$ cat src/rtl/execute_md_if.sv
// Decode-to-execute bundle for execute_md: control, register indices, immediates and operand data.
interface execute_md_if #(
  parameter int XLEN = 32
);
  logic            pc_write_d;
  logic            rd_write_d;
  logic            mem_write_d;
  logic [1:0]      rd_write_src_d;
  logic [3:0]      alu_op_d;
  logic            src_a_sel_d;
  logic [1:0]      src_b_sel_d;
  logic            md_valid_d;
  logic [2:0]      md_op_d;
  logic [4:0]      rd_d;
  logic [4:0]      rs1_d;
  logic [4:0]      rs2_d;
  logic [XLEN-1:0] immI_d;
  logic [XLEN-1:0] immS_d;
  logic [XLEN-1:0] immU_d;
  logic [XLEN-1:0] pc_d;
  logic [XLEN-1:0] rs1_data_d;
  logic [XLEN-1:0] rs2_data_d;

  modport master (
    output pc_write_d, rd_write_d, mem_write_d, rd_write_src_d, alu_op_d,
           src_a_sel_d, src_b_sel_d, md_valid_d, md_op_d, rd_d, rs1_d, rs2_d,
           immI_d, immS_d, immU_d, pc_d, rs1_data_d, rs2_data_d
  );

  modport slave (
    input  pc_write_d, rd_write_d, mem_write_d, rd_write_src_d, alu_op_d,
           src_a_sel_d, src_b_sel_d, md_valid_d, md_op_d, rd_d, rs1_d, rs2_d,
           immI_d, immS_d, immU_d, pc_d, rs1_data_d, rs2_data_d
  );
endinterface

$ cat src/rtl/execute_md.sv
// RISC-V execute stage: D->E register, operand forwarding, ALU and an iterative RV32M/RV64M unit.
// The multiply/divide unit is compiled in only when EXECUTE_MD_EN is defined.
module execute_md #(
  parameter int XLEN  = 32,
  parameter int CNT_W = $clog2(XLEN) + 1
) (
  input  logic            clk,
  input  logic            rst,
  execute_md_if.slave     dec,
  input  logic [XLEN-1:0] alu_res_m,
  input  logic [XLEN-1:0] rd_data_w,
  input  logic            stall_e,
  input  logic            flush_e,
  input  logic [1:0]      fwd_rs1_e,
  input  logic [1:0]      fwd_rs2_e,
  output logic            pc_write_e,
  output logic            rd_write_e,
  output logic            mem_write_e,
  output logic [1:0]      rd_write_src_e,
  output logic [4:0]      rd_e,
  output logic [4:0]      rs1_e,
  output logic [4:0]      rs2_e,
  output logic [XLEN-1:0] pc_e,
  output logic [XLEN-1:0] alu_res_e,
  output logic [XLEN-1:0] mem_data_e,
  output logic            busy_e
);

  localparam int SHW = $clog2(XLEN);

  typedef enum logic [3:0] {
    ALU_ADD, ALU_SUB, ALU_SLL, ALU_SLT, ALU_SLTU, ALU_XOR,
    ALU_SRL, ALU_SRA, ALU_OR, ALU_AND, ALU_PASSB
  } alu_op_e;

  typedef struct packed {
    logic            pc_write;
    logic            rd_write;
    logic            mem_write;
    logic [1:0]      rd_write_src;
    logic [3:0]      alu_op;
    logic            src_a_sel;
    logic [1:0]      src_b_sel;
    logic [4:0]      rd;
    logic [4:0]      rs1;
    logic [4:0]      rs2;
    logic [XLEN-1:0] imm_i;
    logic [XLEN-1:0] imm_s;
    logic [XLEN-1:0] imm_u;
    logic [XLEN-1:0] pc;
    logic [XLEN-1:0] rs1_data;
    logic [XLEN-1:0] rs2_data;
  } e_reg_t;

  e_reg_t          e_d, e_q;
  logic [XLEN-1:0] rs1_val, rs2_val, src_a, src_b, alu_res;

  always_comb begin
    e_d = '{
      pc_write:     dec.pc_write_d,
      rd_write:     dec.rd_write_d,
      mem_write:    dec.mem_write_d,
      rd_write_src: dec.rd_write_src_d,
      alu_op:       dec.alu_op_d,
      src_a_sel:    dec.src_a_sel_d,
      src_b_sel:    dec.src_b_sel_d,
      rd:           dec.rd_d,
      rs1:          dec.rs1_d,
      rs2:          dec.rs2_d,
      imm_i:        dec.immI_d,
      imm_s:        dec.immS_d,
      imm_u:        dec.immU_d,
      pc:           dec.pc_d,
      rs1_data:     dec.rs1_data_d,
      rs2_data:     dec.rs2_data_d
    };
  end

  // NOTE: sequential state uses non-blocking assignments so every register samples pre-edge values.
  always_ff @(posedge clk) begin
    if (rst || flush_e) begin
      e_q <= '0;
    end else if (!stall_e && !busy_e) begin
      e_q <= e_d;
    end
  end

  // Forwarding: 01 = writeback, 10 = memory, 00/11 = register file value.
  always_comb begin
    rs1_val = e_q.rs1_data;
    rs2_val = e_q.rs2_data;
    if (fwd_rs1_e == 2'b01) rs1_val = rd_data_w;
    else if (fwd_rs1_e == 2'b10) rs1_val = alu_res_m;
    if (fwd_rs2_e == 2'b01) rs2_val = rd_data_w;
    else if (fwd_rs2_e == 2'b10) rs2_val = alu_res_m;
  end

  always_comb begin
    src_a = e_q.src_a_sel ? e_q.pc : rs1_val;
    case (e_q.src_b_sel)
      2'b01:   src_b = e_q.imm_i;
      2'b10:   src_b = e_q.imm_s;
      2'b11:   src_b = e_q.imm_u;
      default: src_b = rs2_val;
    endcase
  end

  // NOTE: a default before the case keeps every path assigned, so no latch is inferred.
  always_comb begin
    alu_res = '0;
    case (e_q.alu_op)
      ALU_ADD:   alu_res = src_a + src_b;
      ALU_SUB:   alu_res = src_a - src_b;
      ALU_SLL:   alu_res = src_a << src_b[SHW-1:0];
      ALU_SLT:   alu_res = {{(XLEN-1){1'b0}}, $signed(src_a) < $signed(src_b)};
      ALU_SLTU:  alu_res = {{(XLEN-1){1'b0}}, src_a < src_b};
      ALU_XOR:   alu_res = src_a ^ src_b;
      ALU_SRL:   alu_res = src_a >> src_b[SHW-1:0];
      ALU_SRA:   alu_res = $signed(src_a) >>> src_b[SHW-1:0];
      ALU_OR:    alu_res = src_a | src_b;
      ALU_AND:   alu_res = src_a & src_b;
      ALU_PASSB: alu_res = src_b;
      default:   alu_res = '0;
    endcase
  end

`ifdef EXECUTE_MD_EN
  typedef enum logic [1:0] {MD_IDLE, MD_CALC, MD_DONE} md_state_e;
  typedef enum logic [2:0] {
    MD_MUL, MD_MULH, MD_MULHSU, MD_MULHU, MD_DIV, MD_DIVU, MD_REM, MD_REMU
  } md_op_e;

  md_state_e         state_q;
  logic              md_valid_q;
  logic [2:0]        md_op_q;
  logic [CNT_W-1:0]  cnt_q;
  logic [2*XLEN-1:0] acc_q, acc_step, prod_s;
  logic [XLEN-1:0]   opnd_q, md_res_q, md_res_d, mag_a, mag_b, quo_s, rem_s;
  logic [XLEN:0]     shifted, diff, sum;
  logic              neg_quo_q, neg_rem_q, is_div, sign_a, sign_b;

  always_ff @(posedge clk) begin
    if (rst || flush_e) begin
      md_valid_q <= 1'b0;
      md_op_q    <= '0;
    end else if (!stall_e && !busy_e) begin
      md_valid_q <= dec.md_valid_d;
      md_op_q    <= dec.md_op_d;
    end
  end

  always_comb begin
    is_div = md_op_q[2];
    sign_a = rs1_val[XLEN-1] &&
             (is_div ? !md_op_q[0] : (md_op_q == MD_MULH || md_op_q == MD_MULHSU));
    sign_b = rs2_val[XLEN-1] && (is_div ? !md_op_q[0] : (md_op_q == MD_MULH));
    mag_a  = sign_a ? -rs1_val : rs1_val;
    mag_b  = sign_b ? -rs2_val : rs2_val;

    // Divide: restoring step on {remainder, dividend}; multiply: shift-add on {acc, multiplier}.
    shifted  = acc_q[2*XLEN-1:XLEN-1];
    diff     = shifted - {1'b0, opnd_q};
    sum      = {1'b0, acc_q[2*XLEN-1:XLEN]} + (acc_q[0] ? {1'b0, opnd_q} : '0);
    acc_step = {sum, acc_q[XLEN-1:1]};
    if (is_div) begin
      acc_step = diff[XLEN] ? {shifted[XLEN-1:0], acc_q[XLEN-2:0], 1'b0}
                            : {diff[XLEN-1:0],    acc_q[XLEN-2:0], 1'b1};
    end

    prod_s = neg_quo_q ? -acc_step : acc_step;
    quo_s  = neg_quo_q ? -acc_step[XLEN-1:0] : acc_step[XLEN-1:0];
    rem_s  = neg_rem_q ? -acc_step[2*XLEN-1:XLEN] : acc_step[2*XLEN-1:XLEN];
    case (md_op_q)
      MD_MUL:                       md_res_d = prod_s[XLEN-1:0];
      MD_MULH, MD_MULHSU, MD_MULHU: md_res_d = prod_s[2*XLEN-1:XLEN];
      MD_DIV, MD_DIVU:              md_res_d = quo_s;
      default:                      md_res_d = rem_s;
    endcase
  end

  // NOTE: datapath registers carry no reset; IDLE always loads them before CALC reads them.
  always_ff @(posedge clk) begin
    if (rst || flush_e) begin
      state_q <= MD_IDLE;
      cnt_q   <= '0;
    end else begin
      case (state_q)
        MD_IDLE: begin
          if (md_valid_q) begin
            state_q   <= MD_CALC;
            cnt_q     <= '0;
            opnd_q    <= is_div ? mag_b : mag_a;
            acc_q     <= {{XLEN{1'b0}}, (is_div ? mag_a : mag_b)};
            // A zero divisor keeps the all-ones quotient unsigned-looking.
            neg_quo_q <= (sign_a ^ sign_b) && (rs2_val != '0);
            neg_rem_q <= sign_a;
          end
        end
        MD_CALC: begin
          acc_q <= acc_step;
          cnt_q <= cnt_q + 1'b1;
          if (cnt_q == CNT_W'(XLEN-1)) begin
            md_res_q <= md_res_d;
            state_q  <= MD_DONE;
          end
        end
        MD_DONE: state_q <= MD_IDLE;
        default: state_q <= MD_IDLE;
      endcase
    end
  end

  assign busy_e    = md_valid_q && (state_q != MD_DONE);
  assign alu_res_e = md_valid_q ? md_res_q : alu_res;
`else
  logic unused_md;
  assign unused_md = ^{dec.md_valid_d, dec.md_op_d} ^ (CNT_W == 0);
  assign busy_e    = 1'b0;
  assign alu_res_e = alu_res;
`endif

  // A stalled multi-cycle op must look like a bubble to the memory stage.
  assign pc_write_e     = e_q.pc_write  && !busy_e;
  assign rd_write_e     = e_q.rd_write  && !busy_e;
  assign mem_write_e    = e_q.mem_write && !busy_e;
  assign rd_write_src_e = e_q.rd_write_src;
  assign rd_e           = e_q.rd;
  assign rs1_e          = e_q.rs1;
  assign rs2_e          = e_q.rs2;
  assign pc_e           = e_q.pc;
  assign mem_data_e     = rs2_val;

endmodule

$ cat src/flat_wrapper.sv
// flat-port wrapper written by rule: the top's interface ports become plain ports
module execute_md_flat 
#(
  parameter int XLEN  = 32,
  parameter int CNT_W = $clog2(XLEN) + 1
)
  (clk, rst, alu_res_m, rd_data_w, stall_e, flush_e, fwd_rs1_e, fwd_rs2_e, pc_write_e, rd_write_e, mem_write_e, rd_write_src_e, rd_e, rs1_e, rs2_e, pc_e, alu_res_e, mem_data_e, busy_e, dec_pc_write_d, dec_rd_write_d, dec_mem_write_d, dec_rd_write_src_d, dec_alu_op_d, dec_src_a_sel_d, dec_src_b_sel_d, dec_md_valid_d, dec_md_op_d, dec_rd_d, dec_rs1_d, dec_rs2_d, dec_immI_d, dec_immS_d, dec_immU_d, dec_pc_d, dec_rs1_data_d, dec_rs2_data_d);
  execute_md_if #(.XLEN(XLEN)) dec_i ();
  input  logic clk;
  input  logic rst;
  input  logic [XLEN-1:0] alu_res_m;
  input  logic [XLEN-1:0] rd_data_w;
  input  logic stall_e;
  input  logic flush_e;
  input  logic [1:0] fwd_rs1_e;
  input  logic [1:0] fwd_rs2_e;
  output logic pc_write_e;
  output logic rd_write_e;
  output logic mem_write_e;
  output logic [1:0] rd_write_src_e;
  output logic [4:0] rd_e;
  output logic [4:0] rs1_e;
  output logic [4:0] rs2_e;
  output logic [XLEN-1:0] pc_e;
  output logic [XLEN-1:0] alu_res_e;
  output logic [XLEN-1:0] mem_data_e;
  output logic busy_e;
  input wire logic [$bits(dec_i.pc_write_d)-1:0] dec_pc_write_d;
  input wire logic [$bits(dec_i.rd_write_d)-1:0] dec_rd_write_d;
  input wire logic [$bits(dec_i.mem_write_d)-1:0] dec_mem_write_d;
  input wire logic [$bits(dec_i.rd_write_src_d)-1:0] dec_rd_write_src_d;
  input wire logic [$bits(dec_i.alu_op_d)-1:0] dec_alu_op_d;
  input wire logic [$bits(dec_i.src_a_sel_d)-1:0] dec_src_a_sel_d;
  input wire logic [$bits(dec_i.src_b_sel_d)-1:0] dec_src_b_sel_d;
  input wire logic [$bits(dec_i.md_valid_d)-1:0] dec_md_valid_d;
  input wire logic [$bits(dec_i.md_op_d)-1:0] dec_md_op_d;
  input wire logic [$bits(dec_i.rd_d)-1:0] dec_rd_d;
  input wire logic [$bits(dec_i.rs1_d)-1:0] dec_rs1_d;
  input wire logic [$bits(dec_i.rs2_d)-1:0] dec_rs2_d;
  input wire logic [$bits(dec_i.immI_d)-1:0] dec_immI_d;
  input wire logic [$bits(dec_i.immS_d)-1:0] dec_immS_d;
  input wire logic [$bits(dec_i.immU_d)-1:0] dec_immU_d;
  input wire logic [$bits(dec_i.pc_d)-1:0] dec_pc_d;
  input wire logic [$bits(dec_i.rs1_data_d)-1:0] dec_rs1_data_d;
  input wire logic [$bits(dec_i.rs2_data_d)-1:0] dec_rs2_data_d;
  assign dec_i.pc_write_d = dec_pc_write_d;
  assign dec_i.rd_write_d = dec_rd_write_d;
  assign dec_i.mem_write_d = dec_mem_write_d;
  assign dec_i.rd_write_src_d = dec_rd_write_src_d;
  assign dec_i.alu_op_d = dec_alu_op_d;
  assign dec_i.src_a_sel_d = dec_src_a_sel_d;
  assign dec_i.src_b_sel_d = dec_src_b_sel_d;
  assign dec_i.md_valid_d = dec_md_valid_d;
  assign dec_i.md_op_d = dec_md_op_d;
  assign dec_i.rd_d = dec_rd_d;
  assign dec_i.rs1_d = dec_rs1_d;
  assign dec_i.rs2_d = dec_rs2_d;
  assign dec_i.immI_d = dec_immI_d;
  assign dec_i.immS_d = dec_immS_d;
  assign dec_i.immU_d = dec_immU_d;
  assign dec_i.pc_d = dec_pc_d;
  assign dec_i.rs1_data_d = dec_rs1_data_d;
  assign dec_i.rs2_data_d = dec_rs2_data_d;
  execute_md #(.XLEN(XLEN), .CNT_W(CNT_W)) u_core (.clk(clk), .rst(rst), .dec(dec_i), .alu_res_m(alu_res_m), .rd_data_w(rd_data_w), .stall_e(stall_e), .flush_e(flush_e), .fwd_rs1_e(fwd_rs1_e), .fwd_rs2_e(fwd_rs2_e), .pc_write_e(pc_write_e), .rd_write_e(rd_write_e), .mem_write_e(mem_write_e), .rd_write_src_e(rd_write_src_e), .rd_e(rd_e), .rs1_e(rs1_e), .rs2_e(rs2_e), .pc_e(pc_e), .alu_res_e(alu_res_e), .mem_data_e(mem_data_e), .busy_e(busy_e));
endmodule
$ cat config.mk
export PLATFORM = sky130hd
export DESIGN_NAME = execute_md_flat
export DESIGN_NICKNAME = d
export VERILOG_FILES = /design/src/rtl/execute_md_if.sv /design/src/rtl/execute_md.sv /design/src/flat_wrapper.sv
export SDC_FILE = /design/constraint.sdc
export NUM_CORES = 1
export LEC_CHECK = 0
export BUFFER_PORTS_ARGS = -buffer_cell sky130_fd_sc_hd__buf_2
export CAP_MARGIN = 40
export CORE_UTILIZATION = 51
export CTS_CLUSTER_DIAMETER = 100
export DETAILED_ROUTE_END_ITERATION = 6
export PLACE_DENSITY = 0.79
export SKIP_CTS_REPAIR_TIMING = 1
export SLEW_MARGIN = 10
export SYNTH_ARGS = -nofsm -noshare
export SYNTH_HDL_FRONTEND = slang
export SYNTH_SLANG_ARGS = --single-unit
$ cat constraint.sdc
create_clock -name clk -period 4.6 [get_ports clk]
set_input_delay 0.46 -clock clk [delete_from_list [all_inputs] [get_ports clk]]
set_output_delay 0.46 -clock clk [all_outputs]
set_load 0.02 [all_outputs]
==> flow_results.xml, run 1 <==
<?xml version="1.0" encoding="UTF-8"?>
<metrics>
  <group name="status">
    <metric name="run_status" unit="">aborted with a tool error</metric>
    <metric name="stop_stage" unit="">global routing (5_1_grt)</metric>
    <metric name="tool.error" unit="">[ERROR GRT-0232] Routing congestion too high. Check the congestion heatmap in the GUI.</metric>
  </group>
  <group name="yosys">
    <metric name="syn_area_per_cell" unit="um^2">7.59</metric>
    <metric name="synthCells" unit="">2417</metric>
    <metric name="synth-async-reset-ratio" unit="%">0</metric>
    <metric name="register_bit_count_reported_by_yosys" unit="">219</metric>
    <metric name="synthDistinctLibCells" unit="">87</metric>
    <metric name="synth_edf_count" unit="">0</metric>
    <metric name="ys_warn_count" unit="">0</metric>
    <metric name="synth_top_flop_cell" unit="">sky130_fd_sc_hd__dfxtp_1</metric>
    <metric name="syn_area" unit="um^2">18300</metric>
    <metric name="synthesis.nets" unit="">2811</metric>
    <metric name="yosysSeqAreaShare" unit="%">23.9</metric>
  </group>
  <group name="placed_design">
    <metric name="dp.final_hpwl" unit="mm">77.3</metric>
    <metric name="portBuffers" unit="">406</metric>
    <metric name="gp_congestion" unit="">1.12</metric>
    <metric name="dp_slack" unit="ns">-0.618</metric>
  </group>
  <group name="global_routing">
    <metric name="antenna_found_initial" unit="">36</metric>
    <metric name="grt_start_max_net_pins" unit="">126</metric>
    <metric name="grt_remaining_overflow" unit="">89</metric>
    <metric name="grt_use_total" unit="%">78.5</metric>
  </group>
  <group name="floorplanning">
    <metric name="dieWidth" unit="um">192</metric>
    <metric name="die_h" unit="um">192</metric>
    <metric name="floorplan.initialDensity" unit="%">51.7</metric>
    <metric name="core.rowCount" unit="">69</metric>
    <metric name="ioPinCount" unit="">412</metric>
  </group>
  <group name="cts">
    <metric name="root_buffer" unit="">sky130_fd_sc_hd__clkbuf_16</metric>
    <metric name="cts.htree.levels" unit="">1</metric>
    <metric name="cts-buffers-inserted" unit="">22</metric>
    <metric name="cts_buffer_depth" unit="">3</metric>
    <metric name="cts_num_sinks" unit="">219</metric>
  </group>
  <group name="sta">
    <metric name="worst_endpoint_kind" unit="">primary output</metric>
    <metric name="globalroute.repair_timing.worst_endpoint" unit="">alu_res_e[31]</metric>
  </group>
</metrics>
[cell usage after synthesis (all sizes together) (8+ instances only)]
cell | instances | area [um^2]
o21bai | 14 | 105
a211oi | 24 | 180
mux2 | 9 | 101
nand3 | 24 | 120
clkbuf | 117 | 439
nor2b | 8 | 50.1
o22ai | 89 | 557
or3 | 10 | 63.8
o31a | 9 | 78.8
o2111ai | 12 | 105
nor2 | 460 | 1730
a21oi | 165 | 826
dfxtp | 219 | 4380
nor4 | 8 | 50.1
o21ai | 126 | 638
nand2b | 18 | 113
nand2 | 187 | 702
o31ai | 44 | 345
a221oi | 28 | 251
o221ai | 21 | 201
a221o | 17 | 170
inv | 94 | 353
buf | 117 | 708
a22oi | 15 | 113
o211ai | 28 | 210
mux2i | 280 | 2820
ha | 97 | 1210
mux4 | 26 | 586
a31oi | 16 | 100
a21o | 18 | 135
nor3 | 27 | 135
[through the flow]
stage / cell area, um^2 / std cells / hold slack [ns]
2_1_floorplan: 18900 / 2417 / 0.458
3_3_place_gp: 23900 / 3527 / 0.469
3_5_place_dp: 23900 / 3528 / 0.486
4_1_cts: 24700 / 3568 / 0.150
[kinds of logic after synthesis]
kind of cell / count (synthesis) / share of synthesized area, %
other: 1 / 0.0204
AO/OA/AOI/OAI: 677 / 24.5
flip-flops: 219 / 23.9
XOR/XNOR: 4 / 0.191
buffers and inverters: 330 / 8.22
AND/OR/NAND/NOR: 772 / 17.3
multiplexers: 315 / 19.1
adder cells (fa/ha/maj): 99 / 6.83
[routing by layer]
layer	overflow	GRT usage [%]
met1	3	80.0
met5	0	38.9
met4	45	76.1
met3	4	64.2
met2	37	92.5
==> inputs of run 2 (changes only) <==
--- a/config.mk
+++ b/config.mk
@@ -7,10 +7,9 @@
 export LEC_CHECK = 0
 export BUFFER_PORTS_ARGS = -buffer_cell sky130_fd_sc_hd__buf_2
 export CAP_MARGIN = 40
-export CORE_UTILIZATION = 51
-export CTS_CLUSTER_DIAMETER = 100
+export CORE_UTILIZATION = 40
 export DETAILED_ROUTE_END_ITERATION = 6
-export PLACE_DENSITY = 0.79
+export PLACE_DENSITY_LB_ADDON = 0.15
 export SKIP_CTS_REPAIR_TIMING = 1
 export SLEW_MARGIN = 10
 export SYNTH_ARGS = -nofsm -noshare
==> constraint.sdc (replaced) <==
create_clock -name clk -period 6 [get_ports clk]
set_input_delay 0.6 -clock clk [delete_from_list [all_inputs] [get_ports clk]]
set_output_delay 0.6 -clock clk [all_outputs]
set_load 0.02 [all_outputs]
==> flow_results.xml, run 2 <==
<?xml version="1.0" encoding="UTF-8"?>
<metrics>
  <group name="yosys">
    <metric name="synthesis.nets" unit="">2811</metric>
    <metric name="synth_edf_count" unit="">0</metric>
    <metric name="ys_warn_count" unit="">0</metric>
    <metric name="yosysTopAreaCellShare" unit="%">23.9</metric>
    <metric name="yosysSeqAreaShare" unit="%">23.9</metric>
    <metric name="netlist_top_cells_area" unit="">sky130_fd_sc_hd__dfxtp_1 24%, sky130_fd_sc_hd__mux2i_1 15%, sky130_fd_sc_hd__nor2_1 9.4%, sky130_fd_sc_hd__ha_1 6.6%, sky130_fd_sc_hd__a21oi_1 4.5%</metric>
    <metric name="yosys-top-cells-count" unit="">459 x sky130_fd_sc_hd__nor2_1, 279 x sky130_fd_sc_hd__mux2i_1, 219 x sky130_fd_sc_hd__dfxtp_1</metric>
    <metric name="yosysTopAreaCell" unit="">sky130_fd_sc_hd__dfxtp_1</metric>
    <metric name="dominant_cell_by_count_in_the_synthesized_netlist" unit="">sky130_fd_sc_hd__nor2_1</metric>
    <metric name="synth_top_flop_cell" unit="">sky130_fd_sc_hd__dfxtp_1</metric>
    <metric name="synthCells" unit="">2417</metric>
    <metric name="register_bit_count_reported_by_yosys" unit="">219</metric>
    <metric name="synth-async-reset-ratio" unit="%">0</metric>
    <metric name="syn_area_per_cell" unit="um^2">7.59</metric>
    <metric name="synthDistinctLibCells" unit="">87</metric>
    <metric name="syn_area" unit="um^2">18300</metric>
  </group>
  <group name="detailed_routing">
    <metric name="final_antenna_net_count" unit="">0</metric>
    <metric name="drt_first_iter_violations" unit="">2020</metric>
    <metric name="drt-vias-per-instance" unit="">5.98</metric>
    <metric name="detailroute.via_count" unit="">20200</metric>
    <metric name="drt_first_pass_iters" unit="">6</metric>
    <metric name="wire_per_inst" unit="um">26.1</metric>
    <metric name="drcViolationCount" unit="">0</metric>
    <metric name="totalWireLength" unit="mm">88.1</metric>
  </group>
  <group name="power">
    <metric name="cell_internal_pwr" unit="uW">3530</metric>
    <metric name="netSwitchingPower" unit="uW">2740</metric>
    <metric name="fin_total_pwr" unit="uW">6280</metric>
    <metric name="power_frac_seq" unit="%">24.5</metric>
    <metric name="ir_drop" unit="V">0.000224</metric>
    <metric name="power.combinational.fraction" unit="%">50.2</metric>
    <metric name="power_per_cell_area" unit="nW/um^2">284</metric>
    <metric name="pwr-share-clk" unit="%">25.3</metric>
    <metric name="static-leakage-power" unit="uW">0.0101</metric>
    <metric name="share_of_total_power_consumed_by_net_switching" unit="%">43.7</metric>
  </group>
  <group name="cts">
    <metric name="clock_insertion_delay_worst_skew" unit="ns">0.54</metric>
    <metric name="cts_num_sinks" unit="">219</metric>
    <metric name="cts.htree.levels" unit="">1</metric>
    <metric name="tritoncts" unit="">built</metric>
    <metric name="cts-buffers-inserted" unit="">26</metric>
    <metric name="root_buffer" unit="">sky130_fd_sc_hd__clkbuf_16</metric>
    <metric name="cts_buffer_depth" unit="">3</metric>
    <metric name="clk_transition_reported_paths" unit="ns">0.06</metric>
  </group>
  <group name="sta">
    <metric name="tightestPinTransition" unit="ns">1.15</metric>
    <metric name="max_freq" unit="MHz">172</metric>
    <metric name="final.setup.worst_slack" unit="ns">0.176</metric>
    <metric name="hold_violation_total_from_the_final_report" unit="">0</metric>
    <metric name="maxSlewHeadroom" unit="%">23.1</metric>
    <metric name="timing.final.crit_share" unit="%">97.1</metric>
    <metric name="timing.setup.tns" unit="ns">0</metric>
    <metric name="report.final.slew_viol_count" unit="">0</metric>
    <metric name="fin_crit" unit="ns">5.82</metric>
    <metric name="grt_setup_unrepaired" unit="">false</metric>
    <metric name="skew" unit="ns">0</metric>
    <metric name="setup_viol" unit="">0</metric>
  </group>
  <group name="final_layout">
    <metric name="final_layout_size_suffix_gt1_share" unit="%">24.2</metric>
    <metric name="most_used_cells_in_the_layout_excluding_fill_and_tap_cells" unit="">457 x sky130_fd_sc_hd__nor2_1, 406 x sky130_fd_sc_hd__buf_2, 279 x sky130_fd_sc_hd__mux2i_1</metric>
    <metric name="most_common_cell_after_layout_fill_and_taps_aside" unit="">sky130_fd_sc_hd__nor2_1</metric>
    <metric name="synthToLayoutAreaGrowth" unit="%">20.3</metric>
    <metric name="finalNetCount" unit="">3152</metric>
    <metric name="most_flop_heavy_register" unit="">u_core.e_q</metric>
    <metric name="largest_register_ffs" unit="">167</metric>
  </group>
  <group name="global_routing">
    <metric name="grt_use_total" unit="%">36.6</metric>
    <metric name="number_of_global_route_vias_before_repair" unit="">19300</metric>
    <metric name="grt_start_max_net_pins" unit="">220</metric>
    <metric name="grt_remaining_overflow" unit="">0</metric>
    <metric name="antenna_found_initial" unit="">12</metric>
    <metric name="grt_first_pass_wirelength" unit="mm">128</metric>
  </group>
  <group name="worst_setup_path">
    <metric name="path_max_fanout" unit="">12</metric>
    <metric name="crit_path_start_kind" unit="">input pin</metric>
    <metric name="worst_ep_arrival" unit="ns">5.22</metric>
    <metric name="end_kind" unit="">primary output</metric>
    <metric name="timing.setup.critical_path_class" unit="">in -&gt; out</metric>
    <metric name="critical_path_required_time" unit="ns">5.40</metric>
  </group>
  <group name="floorplanning">
    <metric name="dieWidth" unit="um">216</metric>
    <metric name="die_h" unit="um">216</metric>
    <metric name="ioPinCount" unit="">412</metric>
    <metric name="floorplan.initialDensity" unit="%">40.5</metric>
    <metric name="total_die_area" unit="um^2">46700</metric>
    <metric name="core.rowCount" unit="">78</metric>
    <metric name="fp.coreArea" unit="um^2">45300</metric>
  </group>
  <group name="placed_design">
    <metric name="dp_slack" unit="ns">0.146</metric>
    <metric name="portBuffers" unit="">406</metric>
    <metric name="gp_congestion" unit="">1.07</metric>
    <metric name="dp.final_hpwl" unit="mm">70.4</metric>
  </group>
  <group name="flow_run">
    <metric name="drv_cap" unit="">0</metric>
  </group>
  <group name="status">
    <metric name="run_status" unit="">complete, no violations</metric>
  </group>
  <group name="hold_path">
    <metric name="worstHoldPathType" unit="">in -&gt; reg</metric>
  </group>
</metrics>
==> run 2: cell counts after synthesis <==
Identical to the previous run, type by type.
==> run 2: layout make-up <==
type | count | area [um^2]
well taps | 600 | 751
flip-flops and latches | 219 | 4390
fillers | 4569 | 23200
clock buffers | 35 | 746
multi-input cells | 1868 | 12600
repair buffers | 547 | 3140
clock inverters | 8 | 96.3
inverters | 96 | 360
diodes | 6 | 15.0
==> run 2: kinds of logic after synthesis <==
group | count (synthesis) | share of synthesized area [%]
AND/OR/NAND/NOR | 772 | 17.3
AO/OA/AOI/OAI | 677 | 24.5
buffers and inverters | 330 | 8.22
multiplexers | 315 | 19.1
flip-flops | 219 | 23.9
adder cells (fa/ha/maj) | 99 | 6.83
XOR/XNOR | 4 | 0.191
other | 1 | 0.0204
==> run 2: critical path, cell delays in order <==
cell and delay (ns):
sky130_fd_sc_hd__buf_2 0.13, sky130_fd_sc_hd__nand2b_1 0.23, sky130_fd_sc_hd__buf_4 0.23, sky130_fd_sc_hd__o22ai_1 0.21, sky130_fd_sc_hd__nor2_1 0.14, sky130_fd_sc_hd__mux4_2 0.51
sky130_fd_sc_hd__ha_1 0.43, sky130_fd_sc_hd__inv_2 0.11, sky130_fd_sc_hd__a21oi_1 0.16, sky130_fd_sc_hd__o31ai_1 0.13, sky130_fd_sc_hd__a211o_1 0.29, sky130_fd_sc_hd__a31oi_2 0.26
sky130_fd_sc_hd__o31a_1 0.32, sky130_fd_sc_hd__o21ai_2 0.17, sky130_fd_sc_hd__a221o_1 0.41, sky130_fd_sc_hd__a311oi_1 0.38, sky130_fd_sc_hd__mux2i_1 0.23, sky130_fd_sc_hd__o211ai_1 0.10
sky130_fd_sc_hd__buf_2 0.20
==> run 2: power groups by stage <==
stage	combinational [uW]	clock, uW	sequential [uW]
after floorplan	1850	0	1550
after global placement	3040	0	1570
after detailed placement	3050	0	1570
after CTS	3060	1610	1540
after global routing	3350	1670	1540
final	3150	1590	1540
==> run 2: final timing paths <==
path / startpoint / end / slack [ns] / cells past startpoint
hold / removal: dec_rs2_data_d[15] / u_core.e_q[15] / 0.28 / 3
setup / recovery: fwd_rs2_e[1] / alu_res_e[31] / 0.18 / 19
setup reg to reg: u_core.e_q[207] / u_core.e_q[207] / 4.93 / 3
hold reg to reg: u_core.e_q[123] / u_core.e_q[123] / 0.49 / 2
==> run 2: per-layer routing <==
| layer | track usage, % | vias to the layer above | wire length, um |
|---|---|---|---|
| met4 | 19.0 | 6 | 5180 |
| met2 | 58.7 | 927 | 39700 |
| met1 | 46.6 | 9755 | 36000 |
| met5 | 0 | - | 36 |
| met3 | 6.95 | 172 | 7200 |
| li1 | - | 9354 | - |
==> run 2: through the flow <==
| step | cells | hold slack (ns) | util, % | instance area (um^2) |
|---|---|---|---|---|
| 3_3_place_gp | 3326 | 0.469 | 46.7 | 21100 |
| 3_5_place_dp | 3329 | 0.479 | 46.7 | 21200 |
| 6_report | 3379 | 0.281 | 48.8 | 22100 |
| 4_1_cts | 3372 | 0.267 | 48.6 | 22000 |
| 5_1_grt | 3375 | 0.278 | 48.7 | 22100 |
| 2_1_floorplan | 2417 | 0.458 | - | 18300 |
Power figures use the tool's default switching activity.
